[src/rtl/lsu_byte_sequencer.sv]
`default_nettype none
// ============================================================================
// Module   : lsu_byte_sequencer
// Brief    : Serialises byte/halfword/word loads and stores onto an 8-bit
//            memory port, little-endian, with load assembly and extension.
//            Optional macro LSU_MISALIGN_TRAP_EN rejects misaligned accesses.
// Revision : 1.0 - initial release
// ============================================================================
module lsu_byte_sequencer #(
    parameter int ADDRESS_LINE = 16
) (
    input  logic                    clock,
    input  logic                    reset,
    input  logic                    req_valid,
    output logic                    req_ready,
    input  logic                    req_write,
    input  logic [1:0]              req_size,
    input  logic                    req_unsigned,
    input  logic [ADDRESS_LINE-1:0] req_addr,
    input  logic [31:0]             req_wdata,
    output logic                    resp_valid,
    output logic [31:0]             resp_rdata,
    output logic                    resp_error,
    output logic [ADDRESS_LINE-1:0] mem_address,
    output logic [7:0]              mem_write_data,
    output logic                    mem_write,
    output logic                    mem_read,
    input  logic [7:0]              mem_read_data
);

    typedef enum logic [1:0] {
        S_IDLE   = 2'd0,
        S_ACCESS = 2'd1,
        S_DONE   = 2'd2
    } state_t;

    state_t                  r_state;
    state_t                  w_state_next;
    logic [ADDRESS_LINE-1:0] r_addr;
    logic [1:0]              r_size;
    logic                    r_write;
    logic                    r_unsigned;
    logic                    r_error;
    logic [31:0]             r_wdata;
    logic [31:0]             r_rdata;
    logic [1:0]              r_idx;
    logic [1:0]              r_last_idx;

    logic                    w_accept;
    logic                    w_misaligned;
    logic                    w_illegal;
    logic [1:0]              w_last_idx;
    logic                    w_last_byte;
    logic                    w_in_access;
    logic [31:0]             w_load_ext;

    assign w_accept = req_valid & (r_state == S_IDLE);

`ifdef LSU_MISALIGN_TRAP_EN
    assign w_misaligned = ((req_size == 2'd1) & req_addr[0]) |
                          ((req_size == 2'd2) & (req_addr[1:0] != 2'b00));
`else
    assign w_misaligned = 1'b0;
`endif

    assign w_illegal   = (req_size == 2'd3) | w_misaligned;
    assign w_last_byte = (r_idx == r_last_idx);
    assign w_in_access = (r_state == S_ACCESS);

    always_comb begin
        w_last_idx = 2'd3;
        case (req_size)
            2'd0:    w_last_idx = 2'd0;
            2'd1:    w_last_idx = 2'd1;
            default: w_last_idx = 2'd3;
        endcase
    end

    always_comb begin
        w_state_next = r_state;
        case (r_state)
            S_IDLE: begin
                if (w_accept) begin
                    w_state_next = w_illegal ? S_DONE : S_ACCESS;
                end
            end
            S_ACCESS: begin
                if (w_last_byte) begin
                    w_state_next = S_DONE;
                end
            end
            S_DONE:  w_state_next = S_IDLE;
            default: w_state_next = S_IDLE;
        endcase
    end

    always_ff @(posedge clock) begin
        if (reset) begin
            r_state    <= S_IDLE;
            r_addr     <= '0;
            r_size     <= 2'd0;
            r_write    <= 1'b0;
            r_unsigned <= 1'b0;
            r_error    <= 1'b0;
            r_wdata    <= 32'd0;
            r_rdata    <= 32'd0;
            r_idx      <= 2'd0;
            r_last_idx <= 2'd0;
        end else begin
            r_state <= w_state_next;
            if (w_accept) begin
                r_addr     <= req_addr;
                r_size     <= req_size;
                r_write    <= req_write;
                r_unsigned <= req_unsigned;
                r_error    <= w_illegal;
                r_wdata    <= req_wdata;
                r_rdata    <= 32'd0;
                r_idx      <= 2'd0;
                r_last_idx <= w_last_idx;
            end else if (w_in_access) begin
                r_idx <= r_idx + 2'd1;
                if (!r_write) begin
                    r_rdata[{r_idx, 3'b000} +: 8] <= mem_read_data;
                end
            end
        end
    end

    always_comb begin
        w_load_ext = r_rdata;
        case (r_size)
            2'd0:    w_load_ext = {{24{~r_unsigned & r_rdata[7]}},  r_rdata[7:0]};
            2'd1:    w_load_ext = {{16{~r_unsigned & r_rdata[15]}}, r_rdata[15:0]};
            default: w_load_ext = r_rdata;
        endcase
    end

    // Enables are masked by reset so that a reset landing mid-access stops
    // the byte in flight from being committed at the reset edge.
    always_comb begin
        req_ready      = (r_state == S_IDLE);
        resp_valid     = (r_state == S_DONE);
        resp_error     = (r_state == S_DONE) & r_error;
        resp_rdata     = 32'd0;
        mem_address    = '0;
        mem_write_data = 8'd0;
        mem_write      = 1'b0;
        mem_read       = 1'b0;
        if ((r_state == S_DONE) && !r_error && !r_write) begin
            resp_rdata = w_load_ext;
        end
        if (w_in_access) begin
            mem_address = r_addr + ADDRESS_LINE'(r_idx);
            mem_write   = r_write & ~reset;
            mem_read    = ~r_write & ~reset;
            if (r_write) begin
                mem_write_data = r_wdata[{r_idx, 3'b000} +: 8];
            end
        end
    end

endmodule
`default_nettype wire

[config.mk]
export PLATFORM = sky130hd
export DESIGN_NAME = lsu_byte_sequencer
export DESIGN_NICKNAME = d
export VERILOG_FILES = /design/src/rtl/lsu_byte_sequencer.sv
export SDC_FILE = /design/constraint.sdc
export NUM_CORES = 1
export LEC_CHECK = 0
export CAP_MARGIN = 40
export CORE_MARGIN = 4
export CORE_UTILIZATION = 25
export DETAILED_ROUTE_END_ITERATION = 12
export GPL_TIMING_DRIVEN = 1
export SLEW_MARGIN = 10
export SYNTH_ARGS = -nofsm -noshare
export SYNTH_HDL_FRONTEND = slang
export SYNTH_SLANG_ARGS = --single-unit
[constraint.sdc]
create_clock -name clock -period 2.1 [get_ports clock]
set_input_delay 0.21 -clock clock [delete_from_list [all_inputs] [get_ports clock]]
set_output_delay 0.21 -clock clock [all_outputs]
set_load 0.05 [all_outputs]
==> load_flow_metrics.sql <==
INSERT INTO impl_metrics (metric_group, metric, value, unit) VALUES
('outcome', 'outcome', 'finished with violations', ''),
('outcome', 'violated_checks', 'negative setup slack', ''),
('route', 'totalWireLength', '13310', 'µm'),
('sta', 'setup-violations-final', '9', ''),
('synth', 'synth.lib_cells_used.distinct', '42', ''),
('sta', 'layout_min_cycle_time', '2173', 'ps'),
('power', 'total_power', '4.116', 'mW'),
('critical_path', 'timing.setup.critical_path_class', 'reg2out', ''),
('critical_path', 'timing.critical_path.from_type', 'flop', ''),
('placement', 'io_buffers', '123', ''),
('placement', 'post-place-ws', '90.68', 'ps'),
('clock_network', 'root_buffer', 'clkbuf_16', ''),
('sta', 'slew_viol_final', '0', ''),
('critical_path', 'crit_start', 'r_idx[0]', ''),
('clock_network', 'tritoncts_buffers', '9', ''),
('synth', 'post_synth_inst_count', '573', ''),
('sta', 'final_hold_viol_count', '0', ''),
('synth', 'yosys_register_bits', '91', ''),
('synth', 'ys.flop_type', 'dfxtp_1', ''),
('clock_network', 'cts_buffer_depth', '2', ''),
('cells_and_area', 'flow.area_growth_from_synthesis', '56.39', '%'),
('clock_network', 'cts.reportedPaths.clkPinSlew', '60', 'ps'),
('route', 'dr.pass1.iters', '4', ''),
('placement', 'place.gp.congestion', '0.7923', ''),
('synth', 'combinational_family_with_the_most_area_after_synthesis', 'simple AND/OR/NAND/NOR gates', ''),
('cells_and_area', 'diodes', '0', ''),
('critical_path', 'r2r_start', 'r_idx[1]', ''),
('worst_hold_path', 'timing.hold.worst_path_depth', '2', ''),
('sta', 'post-route-period-util', '103.5', '%'),
('global_routing', 'grt_start_max_net_pins', '34', ''),
('synth', 'synth_enable_flop_cells', '0', ''),
('floorplan', 'fp.coreArea', '17480', 'µm²'),
('synth', 'synthSimpleGateAreaFrac', '28.27', '%'),
('floorplan', 'initial_core_util', '25.81', '%'),
('synth', 'synth_compound_gate_area_share', '15.45', '%'),
('flow_run', 'cap_violations', '0', ''),
('floorplan', 'die_h', '142.3', 'µm'),
('synth', 'yosys.area_share.xor_xnor', '2.330', '%'),
('power', 'ir_worst_vdd', '0.4052', 'mV'),
('global_routing', 'global_route_wire_length_before_repair', '21110', 'µm'),
('floorplan', 'dieWidth', '142.3', 'µm'),
('synth', 'seq_area_frac_synth', '40.39', '%'),
('critical_path', 'crit_arrival', '1960', 'ps'),
('sta', 'rsz0062_at_grt', 'true', ''),
('sta', 'post-route-worst-setup-slack', '-73.27', 'ps'),
('placement', 'dp_hpwl', '9916', 'µm'),
('sta', 'slew_headroom', '64.96', '%'),
('critical_path', 'worstSetupEndpointType', 'output port', ''),
('global_routing', 'grt_use_total', '13.10', '%'),
('route', 'post_route_drc_violation_count', '0', ''),
('sta', 'highest_clock_rate', '460.1', 'MHz'),
('worst_hold_path', 'min-delay-start', 'reset', ''),
('clock_network', 'cts_tree', 'built', ''),
('cells_and_area', 'drive_gt1_share', '25.82', '%'),
('cells_and_area', 'layout_common_cells', '153 x nand2_1, 94 x a21oi_1, 83 x dfxtp_1', ''),
('route', 'wl_cell', '14.38', 'µm'),
('floorplan', 'design.die.area', '20260', 'µm²'),
('clock_network', 'clock-sinks', '91', ''),
('global_routing', 'grt_antenna_before_repair', '0', ''),
('clock_network', 'cts-hold-fix-buffers', '0', ''),
('clock_network', 'htree_levels', '3', ''),
('cells_and_area', 'mostFrequentLayoutCell', 'nand2_1', ''),
('synth', 'ys_warn_count', '0', ''),
('synth', 'synthesis.nets', '644', ''),
('sta', 'worst_slew_pin_slew', '523.9', 'ps'),
('route', 'ant_nets', '0', ''),
('global_routing', 'grt_remaining_overflow', '0', ''),
('synth', 'synth.mux.area_fraction', '4.383', '%'),
('critical_path', 'worstRegToRegCells', '6', ''),
('floorplan', 'top_level_ports', '124', ''),
('floorplan', 'placementRows', '48', '');
==> cell usage after synthesis, drive strengths merged, types with 2 or more instances <==
master | instances | area [µm²]
a21oi | 118 | 605.6
a31oi | 2 | 12.51
a41o | 2 | 20.02
and2 | 15 | 93.84
and3 | 8 | 50.05
buf | 26 | 178.9
clkbuf | 14 | 52.55
dfxtp | 91 | 1822
ha | 7 | 87.58
inv | 20 | 75.07
mux4 | 8 | 187.7
nand2 | 153 | 574.3
nand2b | 2 | 12.51
nand3 | 38 | 202.7
nand4 | 2 | 33.78
nor2 | 17 | 63.81
nor2b | 2 | 12.51
nor3 | 8 | 62.56
nor3b | 6 | 77.57
nor4 | 3 | 48.80
o21ai | 11 | 58.81
or3 | 3 | 18.77
xnor2 | 11 | 96.34
==> registers in the layout, summed over array words and instances (netlist names), 2 cells and up <==
signal / count
r_addr: 16
r_rdata: 32
r_last_idx: 2
r_size: 2
r_idx: 2
r_wdata: 32
r_state: 2
==> cell families after synthesis <==
kind of cell | after synthesis
AO/OA/AOI/OAI | 133
XOR/XNOR | 12
adder cells (fa/ha/maj) | 8
buffers and inverters | 60
flip-flops | 91
multiplexers | 9
AND/OR/NAND/NOR | 260
==> worst max-delay path, cell delays in order, from the launching register on <==
cell	delay [ps]
dfxtp_2	360
ha_4	150
fa_2	230
nand3_4	120
or3_4	410
a21oi_4	190
buf_12	150
==> cell type report <==
class | count | area (µm²)
multi-input combinational | 422 | 2585
timing repair buffer | 153 | 2009
clock inverter | 5 | 30.03
clock buffer | 10 | 239.0
fill | 1740 | 10420
tap | 225 | 281.5
inverter | 20 | 75.07
sequential | 91 | 1834
==> timing repair <==
item,4_1_cts,5_1_grt
endpoints found under the setup margin,40,34
pin swaps,9,1
gates resized for setup,26,20
setup buffers,3,0
==> through the flow <==
| stage | util, % | cell area, µm² | hold slack (ps) | cells | TNS (ps) |
|---|---|---|---|---|---|
| 5_1_grt | 40.36 | 7054 | 272.9 | 926 | -1458 |
| 4_1_cts | 39.91 | 6974 | 218.2 | 926 | -355.2 |
| 2_1_floorplan | - | 4546 | 346.0 | 573 | -27.32 |
| 3_3_place_gp | 37.65 | 6580 | 434.9 | 908 | 0 |
| 3_5_place_dp | 37.65 | 6580 | 443.7 | 908 | 0 |
| 6_report | 40.36 | 7054 | 228.5 | 926 | -204.9 |
==> metal layers <==
metal,wire length [µm],vias to the layer above,track usage (%)
li1,-,2167,-
met1,5968,1903,17.05
met2,6131,111,20.17
met3,1047,13,5.376
met4,165,0,3.502
met5,0,-,0
==> final timing paths <==
kind	slack [ps]	end
min reg2reg	450	r_rdata[5]
max	-70	mem_address[6]
min	230	r_state[0]
max reg2reg	180	r_rdata[9]
==> report_power, final <==
part | total [mW] | internal, mW | switching, mW
logic | 0.719 | 0.326 | 0.393
clock network | 1.51 | 0.821 | 0.689
registers | 1.89 | 1.81 | 0.0753
total | 4.12 | 2.96 | 1.16
Note: power is estimated with default switching activity, not from simulation.
==> variant (same settings) <==
The option `LSU_MISALIGN_TRAP_EN` is turned on by a define.
--- a/src/rtl/lsu_byte_sequencer.sv
+++ b/src/rtl/lsu_byte_sequencer.sv
@@ -8,2 +8,4 @@
 // ============================================================================
+`define LSU_MISALIGN_TRAP_EN
+
 module lsu_byte_sequencer #(
Formal check against the unedited RTL: not equivalent (a bounded check fails within 4 cycles, from zero or initial values and one cycle with reset high).
==> variant against the unedited design <==
Area after synthesis is 1.3% lower; critical endpoint is now mem_address[7]; largest cell class unchanged; count of clock-buffer cells in the layout unchanged; the flow still finishes with violations (setup timing); combinational power fell by 9.6%; fmax is 2.9% higher; routed wire length rose by 1.9%; register-to-register slack improved by 0.04 ns; die area is 1.2% lower; sequential cell count unchanged; cell area is 0.50% higher; worst setup slack gained 0.061 ns; non-clock buffer count shrank 7; power shrank 1.5%.
==> variant: results (changes against the unedited design) <==
* Post-place setup slack at 0.0987 ns (was 0.0907 ns)
* Regs by FF count: r_rdata (32), r_wdata (32), r_addr (16) (unchanged)
* Wire per inst at 14.7 um (was 14.4 um)
* CP max FO at 5 (was 6)
* HPWL after detailed placement at 9.94 mm (was 9.92 mm)
* Failing checks: setup timing (unchanged)
* Synth area leaders: dfxtp_1 41%, a21oi_1 14%, nand2_1 13% (was dfxtp_1 40%, nand2_1 13%, a21oi_1 13%)
* Peak supply drop at 0.389 mV (was 0.405 mV)
* Vias in the first global route at 4,052 (was 4,001)
* Placed insts at 904 (was 908)
* Sequential-to-total area share from yosys stat at 40.9% (was 40.4%)
* Hold_ws at 0.200 ns (was 0.228 ns)
* Switch share at 27.6% (was 28.1%)
* Pre-Repair DR Iteration Count at 6 (was 4)
* Outcome: finished, violations left (unchanged)
* Slowest stage delay, CP at 0.36 ns (was 0.41 ns)
* Flop2flop setup slack at 0.22 ns (was 0.18 ns)
* Initial DRC Count at 258 (was 239)
* Final worst slack at -0.0125 ns (was -0.0733 ns)
* Pleak at 2.50 nW (was 2.48 nW)
* GPL Wtd Cong at 0.802 (was 0.792)
* Crit path DAT at 1.90 ns (was 1.96 ns)
* Final setup vio count at 2 (was 9)
* Fill count at 1,694 (was 1,740)
* Multi-input gate area at 2630 um^2 (was 2580 um^2)
* Layout cell share with drive strength beyond 1 at 24.4% (was 25.8%)
* Post-synth top cells: 156 x nand2_1, 123 x a21oi_1, 91 x dfxtp_1 (was 153 x nand2_1, 114 x a21oi_1, 91 x dfxtp_1)
* Vias per cell at 4.60 (was 4.53)
* Final #Nets at 767 (was 768)
* Worst-path clk slew at roughly 0.070 ns
* Post-Synthesis Net Count at 651 (was 644)
* Max-Slew Margin vs Limit at 69.9% (was 65.0%)
* Total negative slack at -0.0134 ns (was -0.205 ns)
* First-pass GRT wire length at 21.4 mm (was 21.1 mm)
* Largest net degree at the start of global routing at 50 (was 34)
* Yosys cell types at 38 (was 42)
* Tot GR Track Use at 13.3% (was 13.1%)
* Placed Area at 6540 um^2 (was 6580 um^2)
* Synth warn at 0 (unchanged)
* Syn avg cell area at 7.68 um^2 (was 7.87 um^2)
* Post-Route Skew at 0.0130 ns (was 0.00707 ns)
* DR vias at 4,254 (was 4,194)
variant: logic make-up after synthesis:
group / synth area share, %
and+or+nand+nor: 27.8
adders and majority gates: 2.42
muxes: 5.17
DFF: 40.9
xor gates and xnor gates: 1.57
buffers and inverters: 6.01
AOI/OAI and AO/OA: 16.1
variant: repair_timing:
item | 4_1_cts | 5_1_grt
setup endpoints to repair | 31 | 52
cloned | 0 | 0
pin swaps | 10 | 8
resized for setup | 23 | 35
buffers inserted | 3 | 3
variant: final timing paths:
path | to | depth (start not counted) | startpoint
worst max-delay path | mem_address[7] | 8 | r_addr[1]
worst min-delay path | r_state[0] | 2 | reset
worst max register to register | r_rdata[20] | 6 | r_idx[1]
worst min register to register | r_rdata[6] | 2 | r_rdata[6]
variant: per-layer routing:
layer,part of all wire (%),vias to the layer above,global-route usage [%]
met5,0,-,0
met4,1.2,0,3.28
met3,8.3,13,5.53
met2,46,106,21.1
met1,44,1947,16.9
li1,-,2188,-
variant: power by group through the flow:
stage	clock, mW	combinational (mW)	sequential (mW)
2_1_floorplan	0	0.360	1.89
3_3_place_gp	0	0.632	1.91
3_5_place_dp	0	0.636	1.91
4_1_cts	1.57	0.645	1.88
5_1_grt	1.64	0.710	1.89
6_report	1.53	0.650	1.88
variant: area by class of cell:
cell class	instances	area share (%)
Tap cell	225	3.97
Multi-Input combinational cell	428	37.0
Clock buffer	10	3.37
Inverter	20	1.06
Clock inverter	5	0.512
Timing Repair Buffer	146	28.2
Sequential cell	91	25.9
